### src/rtl/tdp_ram_arb_pkg.sv
// Shared types and round-robin pick function
// for the RAM port arbiter.
package tdp_ram_arb_pkg;

  localparam int AW     = 4;
  localparam int DW     = 4;
  localparam int MAXREQ = 8;
  localparam int PTRW   = 3;

  typedef struct packed {
    logic          we;
    logic [AW-1:0] addr;
    logic [DW-1:0] wdata;
  } req_t;

  typedef struct packed {
    logic              vld;
    logic [MAXREQ-1:0] id;
  } tag_t;

  // First valid bit at or after ptr, wrapping modulo n.
  function automatic logic [MAXREQ-1:0] rr_pick(
    input logic [MAXREQ-1:0] valid,
    input logic [PTRW-1:0]   ptr,
    input int                n
  );
    logic [MAXREQ-1:0] g;
    int idx;
    g = '0;
    for (int k = 0; k < MAXREQ; k++) begin
      idx = (int'(ptr) + k) % n;
      if (k < n && g == '0 && valid[idx])
        g[idx] = 1'b1;
    end
    return g;
  endfunction

endpackage

### src/rtl/tdp_ram_arb_rr_arbiter.sv
// Round-robin grant logic with the
// rotating priority pointer.
module rr_arbiter
  import tdp_ram_arb_pkg::*;
#(
  parameter int NREQ = 4,
  localparam int PW  = $clog2(NREQ)
) (
  input  logic            clk,
  input  logic            rst_n,
  input  logic [NREQ-1:0] valid,
  input  logic            advance,
  output logic [NREQ-1:0] grant,
  output logic [PW-1:0]   ptr
);

  logic [MAXREQ-1:0] vx;
  logic [MAXREQ-1:0] gx;
  logic [PW-1:0]     nxt;
  logic              unused_g;

  assign vx       = MAXREQ'(valid);
  assign gx       = rr_pick(vx, PTRW'(ptr), NREQ);
  assign unused_g = ^gx;
  assign grant    = rst_n ? gx[NREQ-1:0] : '0;

  always_comb begin
    nxt = ptr;
    for (int i = 0; i < NREQ; i++)
      if (grant[i])
        nxt = (i == NREQ-1) ? '0 : PW'(i+1);
  end

  always_ff @(posedge clk or negedge rst_n) begin
    if (!rst_n)
      ptr <= '0;
    else if (advance)
      ptr <= nxt;
  end

endmodule

### src/rtl/tdp_ram_arb.sv
// Shares one registered read-first RAM port
// among NREQ requesters with tagged responses.
module tdp_ram_arb
  import tdp_ram_arb_pkg::*;
#(
  parameter int NREQ = 4,
  parameter int AW   = 4,
  parameter int DW   = 4
) (
  input  logic             clk,
  input  logic             rst_n,
  input  logic [NREQ-1:0]  req_valid,
  input  logic [NREQ-1:0]  req_we,
  input  logic [NREQ*AW-1:0] req_addr,
  input  logic [NREQ*DW-1:0] req_wdata,
  output logic [NREQ-1:0]  req_ready,
  output logic [NREQ-1:0]  rsp_valid,
  output logic [DW-1:0]    rsp_rdata,
  output logic             ram_we,
  output logic [AW-1:0]    ram_addr,
  output logic [DW-1:0]    ram_din,
  input  logic [DW-1:0]    ram_dout
);

  logic [NREQ-1:0]         grant;
  logic [$clog2(NREQ)-1:0] unused_ptr;
  logic                    xfer;
  req_t                    sel;
  tag_t                    tag1;
  tag_t                    tag2;
  logic                    unused_tag;

  rr_arbiter #(.NREQ(NREQ)) u_arb (
    .clk     (clk),
    .rst_n   (rst_n),
    .valid   (req_valid),
    .advance (xfer),
    .grant   (grant),
    .ptr     (unused_ptr)
  );

  assign req_ready  = grant;
  assign xfer       = |grant;
  assign unused_tag = ^tag2;

  always_comb begin
    sel = '0;
    for (int i = 0; i < NREQ; i++)
      if (grant[i]) begin
        sel.we    = req_we[i];
        sel.addr  = req_addr[i*AW +: AW];
        sel.wdata = req_wdata[i*DW +: DW];
      end
  end

  // Idle cycles drop ram_we but keep the
  // address, so the RAM does a harmless read.
  always_ff @(posedge clk or negedge rst_n) begin
    if (!rst_n) begin
      ram_we   <= 1'b0;
      ram_addr <= '0;
      ram_din  <= '0;
    end else if (xfer) begin
      ram_we   <= sel.we;
      ram_addr <= sel.addr;
      ram_din  <= sel.wdata;
    end else begin
      ram_we   <= 1'b0;
    end
  end

  always_ff @(posedge clk or negedge rst_n) begin
    if (!rst_n) begin
      tag1      <= '0;
      tag2      <= '0;
      rsp_valid <= '0;
      rsp_rdata <= '0;
    end else begin
      tag1      <= '{vld: xfer, id: MAXREQ'(grant)};
      tag2      <= tag1;
      rsp_valid <= tag2.vld ? tag2.id[NREQ-1:0] : '0;
      rsp_rdata <= ram_dout;
    end
  end

endmodule

### config.mk
export PLATFORM = sky130hd
export DESIGN_NAME = tdp_ram_arb
export DESIGN_NICKNAME = d
export VERILOG_FILES = /design/src/rtl/tdp_ram_arb_pkg.sv /design/src/rtl/tdp_ram_arb_rr_arbiter.sv /design/src/rtl/tdp_ram_arb.sv
export SDC_FILE = /design/constraint.sdc
export NUM_CORES = 1
export LEC_CHECK = 0
export CAP_MARGIN = 20
export CORE_UTILIZATION = 40
export CTS_CLUSTER_DIAMETER = 30
export DETAILED_ROUTE_END_ITERATION = 16
export PLACE_DENSITY = 0.71
export SYNTH_ARGS = -nofsm -noshare
export SYNTH_HDL_FRONTEND = slang
export SYNTH_HIERARCHICAL = 1
export SYNTH_SLANG_ARGS = --single-unit
### constraint.sdc
create_clock -name clk -period 5.11 [get_ports clk]
set_input_delay 0.7665 -clock clk [delete_from_list [all_inputs] [get_ports clk]]
set_output_delay 0.7665 -clock clk [all_outputs]
set_load 0.1 [all_outputs]
==> flow_summary.yaml <==
floorplan:
  floorplan.initialDensity_pct: 42.3
  dieArea_um2: 4580
  io-pin-count: 67
  die_h_um: 67.7
  std_cell_rows: 23
  core_area_um2: 4090
  die_w_um: 67.7
yosys:
  yosysSeqAreaShare_pct: 42.0
  async_reset_ff_share_pct: 100
  synth-seq-cells: 29
  synth_area_per_cell_um2: 11.1
  syn-cell-area_um2: 1730
  ys.flop_type: "dfrtp_1"
  synth_edf_count: 0
  synth_common_cells: "dfrtp_1 (29), nand2_1 (11), o21ai_1 (9), ha_1 (8), nor2b_1 (8)"
  synth_top_area_share_pct: 42.0
  syn-num-nets: 210
  ys_warn_count: 6
  yosysTopAreaCell: "dfrtp_1"
  yosysMostFrequentCell: "dfrtp_1"
  netlist_instances: 156
  synth_area_leaders: "dfrtp_1 (42%), ha_1 (5.8%), and3b_1 (3.6%), a211oi_1 (3.0%), a21o_1 (3.0%)"
  synth_cell_types: 46
drt:
  routed_wl_um: 4560
  ant_nets: 0
  drc: 0
  dr.first_iter.drc_count: 65
  firstDrtPassIters: 4
  via_per_inst: 5.72
  routedWlPerCell_um: 16.4
  vias: 1591
final_layout:
  diodes: 0
  num-nets-final: 281
  final_layout_size_suffix_gt1_share_pct: 11.8
  area_growth_pct: 47.6
sta:
  relSlewSlack_pct: 33.4
  min_period_ns: 4.28
  finalHoldViolCount: 0
  worstMarginPinSlew_ns: 0.996
  holdWs_ns: 0.345
  fmax_ghz: 0.233
  drv_slew: 0
  setup_violations: 0
  period_share_pct: 83.8
  fin_worst_skew_ns: 0.00156
  fin_setup_tns_ns: 0
  rsz0062_at_grt: "false"
worst_setup_path:
  r2r_slack_ns: 1.08
  crit_chain: "inv_1, ha_1, mux4_2, a21boi_4, a22oi_2, and3_1, a41o_1, buf_4"
  cp.buffers_inverters: 2
  crit_path_start: "u_arb/ptr[0]"
  critical_path_depth: 8
  critPathMaxStageDelay_ns: 0.56
  timing.rr.end: "ram_din[3]"
  crit_fanout: 9
  r2r-start: "u_arb/ptr[0]"
  setup.worst_path.start_class: "flop"
  cp.required_ns: 4.34
  endpoint: "req_ready[0]"
  cpMaxStageDelayCell: "mux4_2"
  worstSetupPathType: "flop to primary output"
  r2r_cells: 12
  end_kind: "primary output"
  arrival_ns: 3.52
  cp_top_family: "compound AO/OA/AOI/OAI gates"
cts:
  cts_max_level: 2
  cts_tree: "done"
  clkTransAtPathRegs_ns: 0.06
  insertion_delay_ns: 0.28
  post_cts_resized: 0
  clk_path_buf_depth: 2
  holdBufCountCts: 0
  post_cts_buffers: 0
  cts.sink_count: 29
  cts_made_buffers: 5
  clock-root-buffer: "clkbuf_8"
place:
  dp_hpwl_um: 3370
  io_buffers: 66
  gp_congestion: 0.796
global_routing:
  grt_max_degree: 27
  antenna_found_initial: 0
  grt_first_pass_wirelength_um: 7090
  grt_overflow: 0
  grt.total_usage_pct: 21.4
  grt_pass1_vias: 1575
run_status:
  status: "completed"
hold_path:
  hold_path_class: "flop to flop"
flow_run:
  cap_viol_max_count: 0
==> placed cells by master, fill, tap and decap left out, types with 7 or more instances in the layout <==
master / n
nor2b_1: 8
o21ai_1: 9
a21o_1: 7
a21oi_1: 7
clkdlybuf4s50_1: 62
a211oi_1: 7
nand2_1: 11
dfrtp_1: 29
and3b_1: 7
ha_1: 8
==> flip-flops by register name (all words and copies together), names as in the netlist <==
signal / cells
ram_din: 4
rsp_valid: 4
ram_addr: 4
rsp_rdata: 4
u_arb/ptr: 2
tag2: 5
tag1: 5
ram_we: 1
==> through the flow <==
step	setup slack [ns]	cell area (um2)	utilization [%]	std cells
finish	0.827	2550	62.4	278
global route	0.695	2550	62.4	278
CTS	0.870	2550	62.4	278
detailed placement	1.03	2470	60.3	270
global placement	1.10	2470	60.3	270
floorplan	0.202	1730	-	156
==> layout make-up <==
| type | count | area, um2 |
|---|---|---|
| flip-flops and latches | 29 | 726 |
| multi-input cells | 115 | 937 |
| inverters | 6 | 22.5 |
| fillers | 326 | 1540 |
| clock inverters | 2 | 10.0 |
| repair buffers | 70 | 718 |
| well taps | 50 | 62.6 |
| clock buffers | 6 | 72.6 |
==> how the worst min path moves through the flow <==
stage                       start      end  slack (ns)  cells after the start
after floorplan           tag1[0]  tag2[0]        0.33                      0
after global placement    tag1[3]  tag2[3]        0.33                      0
after detailed placement  tag1[2]  tag2[2]        0.33                      0
after CTS                 tag1[2]  tag2[2]        0.35                      0
after global routing      tag1[3]  tag2[3]        0.35                      0
final                     tag1[3]  tag2[3]        0.35                      0
==> worst register-to-register path, cell delays in order (launching register included) <==
cell,delay (ns)
dfrtp_1,0.55
inv_1,0.19
ha_1,0.37
mux4_2,0.57
a21boi_4,0.19
a22oi_2,0.20
and3_1,0.35
nand3_1,0.11
a21boi_1,0.36
buf_4,0.32
and3b_1,0.22
a211oi_1,0.34
o21ai_1,0.12
==> cells by family (layout without fill, tap and decap cells) <==
family,after synthesis,count (layout),share of synthesized area [%]
muxes,4,4,5.65
buffers and inverters,12,84,3.70
adders and majority gates,8,8,5.80
and+or+nand+nor,49,49,18.3
DFF,29,29,42.0
AOI/OAI and AO/OA,54,54,24.6
==> per-layer routing <==
layer	global-route usage, %	routed length (um)	vias up
li1	-	-	734
met1	24.2	1790	793
met2	36.8	2480	60
met3	6.93	247	4
met4	8.78	42	0
met5	0	0	-
Power is left out: the tool's default activity adds up to more than one toggle a clock period on the data nets, which glitch-free logic cannot reach.
